==> src/rtl/uart_rx.sv <==
// UART receiver: 16x oversampled, mid-bit sampling, optional parity.
// Flags pulse for one clock on the mid-stop sample; oData keeps the last word.
module uart_rx #(
    parameter int DATA_BITS  = 8,
    parameter int PARITY_EN  = 0,
    parameter int PARITY_ODD = 0
) (
    input  logic                 iClk,
    input  logic                 iRst_n,
    input  logic                 iTick16x,
    input  logic                 iRx,
    output logic [DATA_BITS-1:0] oData,
    output logic                 oValid,
    output logic                 oFrameErr,
    output logic                 oParityErr,
    output logic                 oBusy
);

    typedef enum logic [2:0] {
        S_IDLE   = 3'd0,
        S_START  = 3'd1,
        S_DATA   = 3'd2,
        S_PARITY = 3'd3,
        S_STOP   = 3'd4
    } state_t;

    state_t               state_q, state_d;
    logic                 rx_meta_q, rx_meta_d;
    logic                 rxs_q, rxs_d;
    logic [3:0]           tick_cnt_q, tick_cnt_d;
    logic [2:0]           bit_idx_q, bit_idx_d;
    logic [DATA_BITS-1:0] shift_q, shift_d;
    logic [DATA_BITS-1:0] data_q, data_d;
    logic                 armed_q, armed_d;
    logic                 par_err_q, par_err_d;
    logic                 valid_q, valid_d;
    logic                 ferr_q, ferr_d;
    logic                 perr_q, perr_d;

    always_ff @(posedge iClk) begin
        if (!iRst_n) begin
            rx_meta_q  <= 1'b1;
            rxs_q      <= 1'b1;
            state_q    <= S_IDLE;
            tick_cnt_q <= '0;
            bit_idx_q  <= '0;
            shift_q    <= '0;
            data_q     <= '0;
            armed_q    <= 1'b0;
            par_err_q  <= 1'b0;
            valid_q    <= 1'b0;
            ferr_q     <= 1'b0;
            perr_q     <= 1'b0;
        end else begin
            rx_meta_q  <= rx_meta_d;
            rxs_q      <= rxs_d;
            state_q    <= state_d;
            tick_cnt_q <= tick_cnt_d;
            bit_idx_q  <= bit_idx_d;
            shift_q    <= shift_d;
            data_q     <= data_d;
            armed_q    <= armed_d;
            par_err_q  <= par_err_d;
            valid_q    <= valid_d;
            ferr_q     <= ferr_d;
            perr_q     <= perr_d;
        end
    end

    always_comb begin
        rx_meta_d  = iRx;
        rxs_d      = rx_meta_q;
        state_d    = state_q;
        tick_cnt_d = tick_cnt_q;
        bit_idx_d  = bit_idx_q;
        shift_d    = shift_q;
        data_d     = data_q;
        armed_d    = armed_q;
        par_err_d  = par_err_q;
        valid_d    = 1'b0;
        ferr_d     = 1'b0;
        perr_d     = 1'b0;

        // Illegal encodings recover immediately, independent of the tick.
        if (state_q > S_STOP) begin
            state_d    = S_IDLE;
            tick_cnt_d = '0;
            bit_idx_d  = '0;
            armed_d    = 1'b0;
        end else if (iTick16x) begin
            case (state_q)
                S_IDLE: begin
                    if (rxs_q) begin
                        armed_d = 1'b1;
                    end else if (armed_q) begin
                        state_d    = S_START;
                        armed_d    = 1'b0;
                        tick_cnt_d = '0;
                        par_err_d  = 1'b0;
                    end
                end
                S_START: begin
                    if (tick_cnt_q == 4'd7) begin
                        tick_cnt_d = '0;
                        bit_idx_d  = '0;
                        state_d    = rxs_q ? S_IDLE : S_DATA;
                    end else begin
                        tick_cnt_d = tick_cnt_q + 4'd1;
                    end
                end
                S_DATA: begin
                    tick_cnt_d = tick_cnt_q + 4'd1;
                    if (tick_cnt_q == 4'd15) begin
                        shift_d = {rxs_q, shift_q[DATA_BITS-1:1]};
                        if (bit_idx_q == 3'(DATA_BITS - 1)) begin
                            bit_idx_d = '0;
                            state_d   = (PARITY_EN != 0) ? S_PARITY : S_STOP;
                        end else begin
                            bit_idx_d = bit_idx_q + 3'd1;
                        end
                    end
                end
                S_PARITY: begin
                    tick_cnt_d = tick_cnt_q + 4'd1;
                    if (tick_cnt_q == 4'd15) begin
                        par_err_d = ((^shift_q) ^ rxs_q) != 1'(PARITY_ODD);
                        state_d   = S_STOP;
                    end
                end
                S_STOP: begin
                    tick_cnt_d = tick_cnt_q + 4'd1;
                    if (tick_cnt_q == 4'd15) begin
                        data_d     = shift_q;
                        state_d    = S_IDLE;
                        tick_cnt_d = '0;
                        par_err_d  = 1'b0;
                        if (!rxs_q)         ferr_d  = 1'b1;
                        else if (par_err_q) perr_d  = 1'b1;
                        else                valid_d = 1'b1;
                    end
                end
                default: state_d = S_IDLE;
            endcase
        end
    end

    assign oData      = data_q;
    assign oValid     = valid_q;
    assign oFrameErr  = ferr_q;
    assign oParityErr = perr_q;
    assign oBusy      = (state_q != S_IDLE);

endmodule

==> config.mk <==
export PLATFORM = sky130hd
export DESIGN_NAME = uart_rx
export DESIGN_NICKNAME = d
export VERILOG_FILES = /design/src/rtl/uart_rx.sv
export SDC_FILE = /design/constraint.sdc
export NUM_CORES = 1
export LEC_CHECK = 0
export BUFFER_PORTS_ARGS = -buffer_cell sky130_fd_sc_hd__buf_2
export CELL_PAD_IN_SITES_DETAIL_PLACEMENT = 1
export CELL_PAD_IN_SITES_GLOBAL_PLACEMENT = 2
export CORE_MARGIN = 5
export CORE_UTILIZATION = 35
export DETAILED_ROUTE_END_ITERATION = 10
export PLACE_DENSITY_LB_ADDON = 0.1
export SKIP_CTS_REPAIR_TIMING = 1
export SLEW_MARGIN = 20
export SYNTH_ARGS = -nofsm -noshare
export SYNTH_HDL_FRONTEND = slang
export SYNTH_SLANG_ARGS = --single-unit
==> constraint.sdc <==
create_clock -name iClk -period 2.6 [get_ports iClk]
set_input_delay 0.13 -clock iClk [delete_from_list [all_inputs] [get_ports iClk]]
set_output_delay 0.13 -clock iClk [all_outputs]
set_load 0.005 [all_outputs]
# == After elaboration in Yosys (flattened, before gate mapping) ==
# Index checks and enable logic that the tools add are counted.
# totals
in_bits,4
ff_bits,33
# classes
bitwise_logic,7
mux,27
reduce_logical,17
n_lt_le_gt_ge,1
eq_ne,14
add_sub_neg,2
# op_table
cell,n
2-to-1 mux 3 bit,10
2-to-1 mux 4 bit,4
one-hot mux 4 bit (4 select lines),1
AND reduction 4 bit,4
one-hot mux 3 bit (5 select lines),1
"!= test 2 bit, second input constant",7
2-to-1 mux 1 bit,8
AND reduction 8 bit,1
XOR reduction 8 bit,1
AND reduction 7 bit,1
"equality test 3 x 2 -> 1 bit, second input constant",2
"equality test 3 bit, second input constant",2
inverter 1 bit,6
one-hot mux 3 bit (2 select lines),1
nonzero test 3 bit,2
OR reduction 6 bit,1
OR reduction 5 bit,1
"adder 4 x 1 -> 4 bit, second input constant",1
"equality test 4 x 3 -> 1 bit, second input constant",1
"equality test 4 bit, second input constant",1
nonzero test 4 bit,1
OR reduction 2 bit,2
"adder 3 x 1 -> 3 bit, second input constant",1
"equality test 3 x 1 -> 1 bit, second input constant",1
other kinds (7),7

# == Longest topological paths before layout ==
# logic_depth
ltp_word,4
ltp_mapped,7

# == Worst setup path after synthesis ==
# No wires, ideal clock.
# synth_path
path_kind,reg2reg
start,register tick_cnt_q[0]
end,register shift_q[0]
n_path_buf,1
setup_time_ns,0.116
path_slack_ns,0.902
arrival_time_ns,1.582
stages_incl_launch_ff,7
required_time_ns,2.484
cell_sequence,dfxtp_1 > ha_1 > buf_4 > nand3_1 > nor4_4 > mux2i_1 > nor2b_1
# synth_via
elab_chain_len,2
# synth_rtl
element,line,source
start: declaration,30,"logic [3:0] tick_cnt_q, tick_cnt_d;"
start signal: assignment,58,tick_cnt_q <= tick_cnt_d;
equality test 4 bit,113,if (tick_cnt_q == 4'd15) begin
AND reduction 4 bit (no source line),-,
end signal: assignment,60,shift_q <= shift_d;
end: declaration,32,"logic [DATA_BITS-1:0] shift_q, shift_d;"
# No other way between the ends.
# A chain may end at the register's enable or synchronous reset.

# == Worst setup path after layout ==
# layout_path
start,register tick_cnt_q[0]
end,"register data_q[3], in the netlist oData[3]"
# layout_via
elab_chain_len,2
# layout_rtl
element,line,source
equality test 4 bit,132,if (tick_cnt_q == 4'd15) begin
AND reduction 4 bit (no source line),-,
end signal: assignment,61,data_q <= data_d;
end: declaration,33,"logic [DATA_BITS-1:0] data_q, data_d;"
# No other way between the ends.

==> results.sh <==
export IMPL_cpPeakStageDelay_ps=540
export IMPL_placed_area_um2=1747
export IMPL_dieArea_um2=6221
export IMPL_synth_area_um2=1660
export IMPL_fin_area_um2=1848
export IMPL_route_detailed_drc=0
export IMPL_clk_pin_slew_worst_paths_ps=70
export IMPL_cp_required_ps=2770
export IMPL_grt_max_degree=25
export IMPL_start_util_pct=35.62
export IMPL_seqCellArea_um2=660.6
export IMPL_cts_inserted_buffers=5
export IMPL_area_delta_synth_final_pct=11.30
export IMPL_cp_start_kind="flip-flop"
export IMPL_yosys_top_cells_count="33 x dfxtp_1, 19 x nor2b_1, 18 x mux2i_1"
export IMPL_holdCritPathClass="in2reg"
export IMPL_rows=25
export IMPL_crit_arrival_ps=2120
export IMPL_die_h_um=78.88
export IMPL_syn_inst=170
export IMPL_drv_cap=0
export IMPL_rsz0062_at_grt="false"
export IMPL_synth_ff_type="dfxtp_1"
export IMPL_finalCoreUtilization_pct=39.65
export IMPL_cts_tree="yes"
export IMPL_fillCellCount=528
export IMPL_die_x_um=78.88
export IMPL_ir_worst_vdd_uv=274.8
export IMPL_tightest_slew_ps=570.8
export IMPL_track_usage_pct=12.72
export IMPL_maxSlewViolCount=0
export IMPL_cp_slowest_cell="and3_1"
export IMPL_power_density_nw_per_um2=527.0
export IMPL_tns_ps=0
export IMPL_worstSetupPathType="reg2reg"
export IMPL_worstRegToRegCells=5
export IMPL_hold_viol=0
export IMPL_ys_seq_elements=33
export IMPL_final_setup_skew_ps=6.246
export IMPL_routed_wl_mm=3.520
export IMPL_place_congestion=0.7390
export IMPL_antenna_found_initial=0
export IMPL_vias=1228
export IMPL_clock_sinks=33
export IMPL_grt_ovfl_total=0
export IMPL_status="finished, final reports clean"
export IMPL_clock_fmax_ghz=0.5132
export IMPL_grt_pass1_vias=1305
export IMPL_io_buffers=15
export IMPL_cp_end_kind="flip-flop"
export IMPL_setup_violations=0
export IMPL_ant_nets=0
export IMPL_drt_iter0_drc=59
export IMPL_critical_path_max_fanout=10
export IMPL_routedWlPerCell_um=14.85
export IMPL_grt_pass1_wl_mm=6.127
export IMPL_min_path_cells=2
export IMPL_vias_per_cell=5.181
export IMPL_ctsHtreeMaxLevel=2
export IMPL_core_um2=4661
export IMPL_synth_async_reset_ratio_pct=0
export IMPL_syn_nets=177
export IMPL_drive_above_1_share_pct=18.58
export IMPL_period_needed_ps=1949
export IMPL_relSlewSlack_pct=61.95
export IMPL_avgSynthCellArea_um2=9.767
export IMPL_ys_seq_area_share_pct=39.79
export IMPL_yosysMostFrequentCell="dfxtp_1"
export IMPL_synth_edf_count=0
export IMPL_multi_input_area_um2=909.6
export IMPL_synth_top_area_share_pct=39.79
export IMPL_dp_cells=229
export IMPL_fin_cells=237
export IMPL_diodes=0
export IMPL_p_leak_uw=0.0006679
export IMPL_clockBufferDepth=2
export IMPL_synth_area_top_cells="dfxtp_1 40%, mux2i_1 11%, nor2b_1 7.2%, nand3_1 2.7%, o211ai_1 2.7%"
export IMPL_min_period_over_period_pct=74.95
export IMPL_finish_net_count=189
export IMPL_cp_cell_sequence="ha_1 > and4_1 > and3_1 > mux2i_1 > nor2b_1"
export IMPL_io_pins=16
export IMPL_cts_root_buf="clkbuf_8"
export IMPL_synth_cell_types=44
export IMPL_synth_area_leader_cell="dfxtp_1"
export IMPL_clk_latency_ps=280
export IMPL_hpwl_mm=2.568
export IMPL_detail_route_first_pass_iterations=4
export IMPL_yosys_warnings=0
==> critical path, delay by kind of cell (launching register included) <==
family / cells / cell delay (ps)
flops: 1 / 380
simple gates: 3 / 880
fa+ha+maj: 1 / 320
mux: 1 / 250
==> through the flow <==
step	power (uW)	hold WS, ps	worst slack (ps)
5_1_grt	1021	25.72	485.1
3_5_place_dp	559.4	317.1	651.9
4_1_cts	999.6	10.38	624.5
2_1_floorplan	548.6	203.0	901.9
3_3_place_gp	558.8	309.0	718.0
6_report	973.9	25.91	651.3
==> power breakdown <==
part,switching [uW],internal [uW]
sequential,2.42,508
combinational,21.9,14.6
clock,187,239
total,212,762
==> worst paths after layout <==
| check | startpoint | endpoint | slack [ps] |
|---|---|---|---|
| max | tick_cnt_q[0] | oData[3] | 650 |
| min | iRx | rx_meta_q | 30 |
| max reg2reg | tick_cnt_q[0] | oData[3] | 650 |
| min reg2reg | rx_meta_q | rxs_q | 410 |
==> flip-flops by register name, indices dropped and copies added, names as in the netlist <==
signal / cells
oValid: 1
oFrameErr: 1
rxs_q: 1
oData: 8
oParityErr: 1
armed_q: 1
tick_cnt_q: 4
rx_meta_q: 1
bit_idx_q: 3
par_err_q: 1
state_q: 3
shift_q: 8
==> cell usage in the layout (no fill, tap or decap), types with 2 or more instances in the layout <==
cell type  synthesis  layout
dfxtp_1           33      33
nor2b_1           19      19
mux2i_1           18      18
buf_2              3      15
nand3_1            9       9
a21oi_1            8       8
nor2_1             7       7
clkbuf_8           0       7
nand2_1            6       6
o211ai_1           6       6
xnor2_1            5       5
nand2b_1           4       4
o21ai_0            3       3
nand3b_1           3       3
inv_1              3       3
ha_1               3       3
inv_2              2       2
and3_1             2       2
xor2_1             2       2
nor4b_1            2       2
nor2_2             2       2
buf_4              2       2
==> cell type report <==
cell class | instances | area share, %
inverter | 5 | 1.016
clock buffer | 7 | 5.213
tap | 54 | 3.656
timing repair buffer | 17 | 4.875
clock inverter | 1 | 0.2708
multi-input combinational | 120 | 49.22
sequential | 33 | 35.75
==> cells by family after synthesis <==
logic type / count (synthesis) / synth area share (%)
flops: 33 / 39.79
mux: 18 / 10.85
fa+ha+maj: 3 / 2.261
xor+xnor: 8 / 5.049
simple gates: 62 / 22.98
compound gates: 29 / 13.64
buf+inv: 17 / 5.425
==> metal layers <==
layer  track usage (%)  vias up  wire length [um]
li1                  -      624                 -
met5                 0        -                 0
met3             2.948        7               128
met2             22.50       17              1749
met4             5.670        0                53
met1             14.54      580              1588
Power figures use the tool's default switching activity.
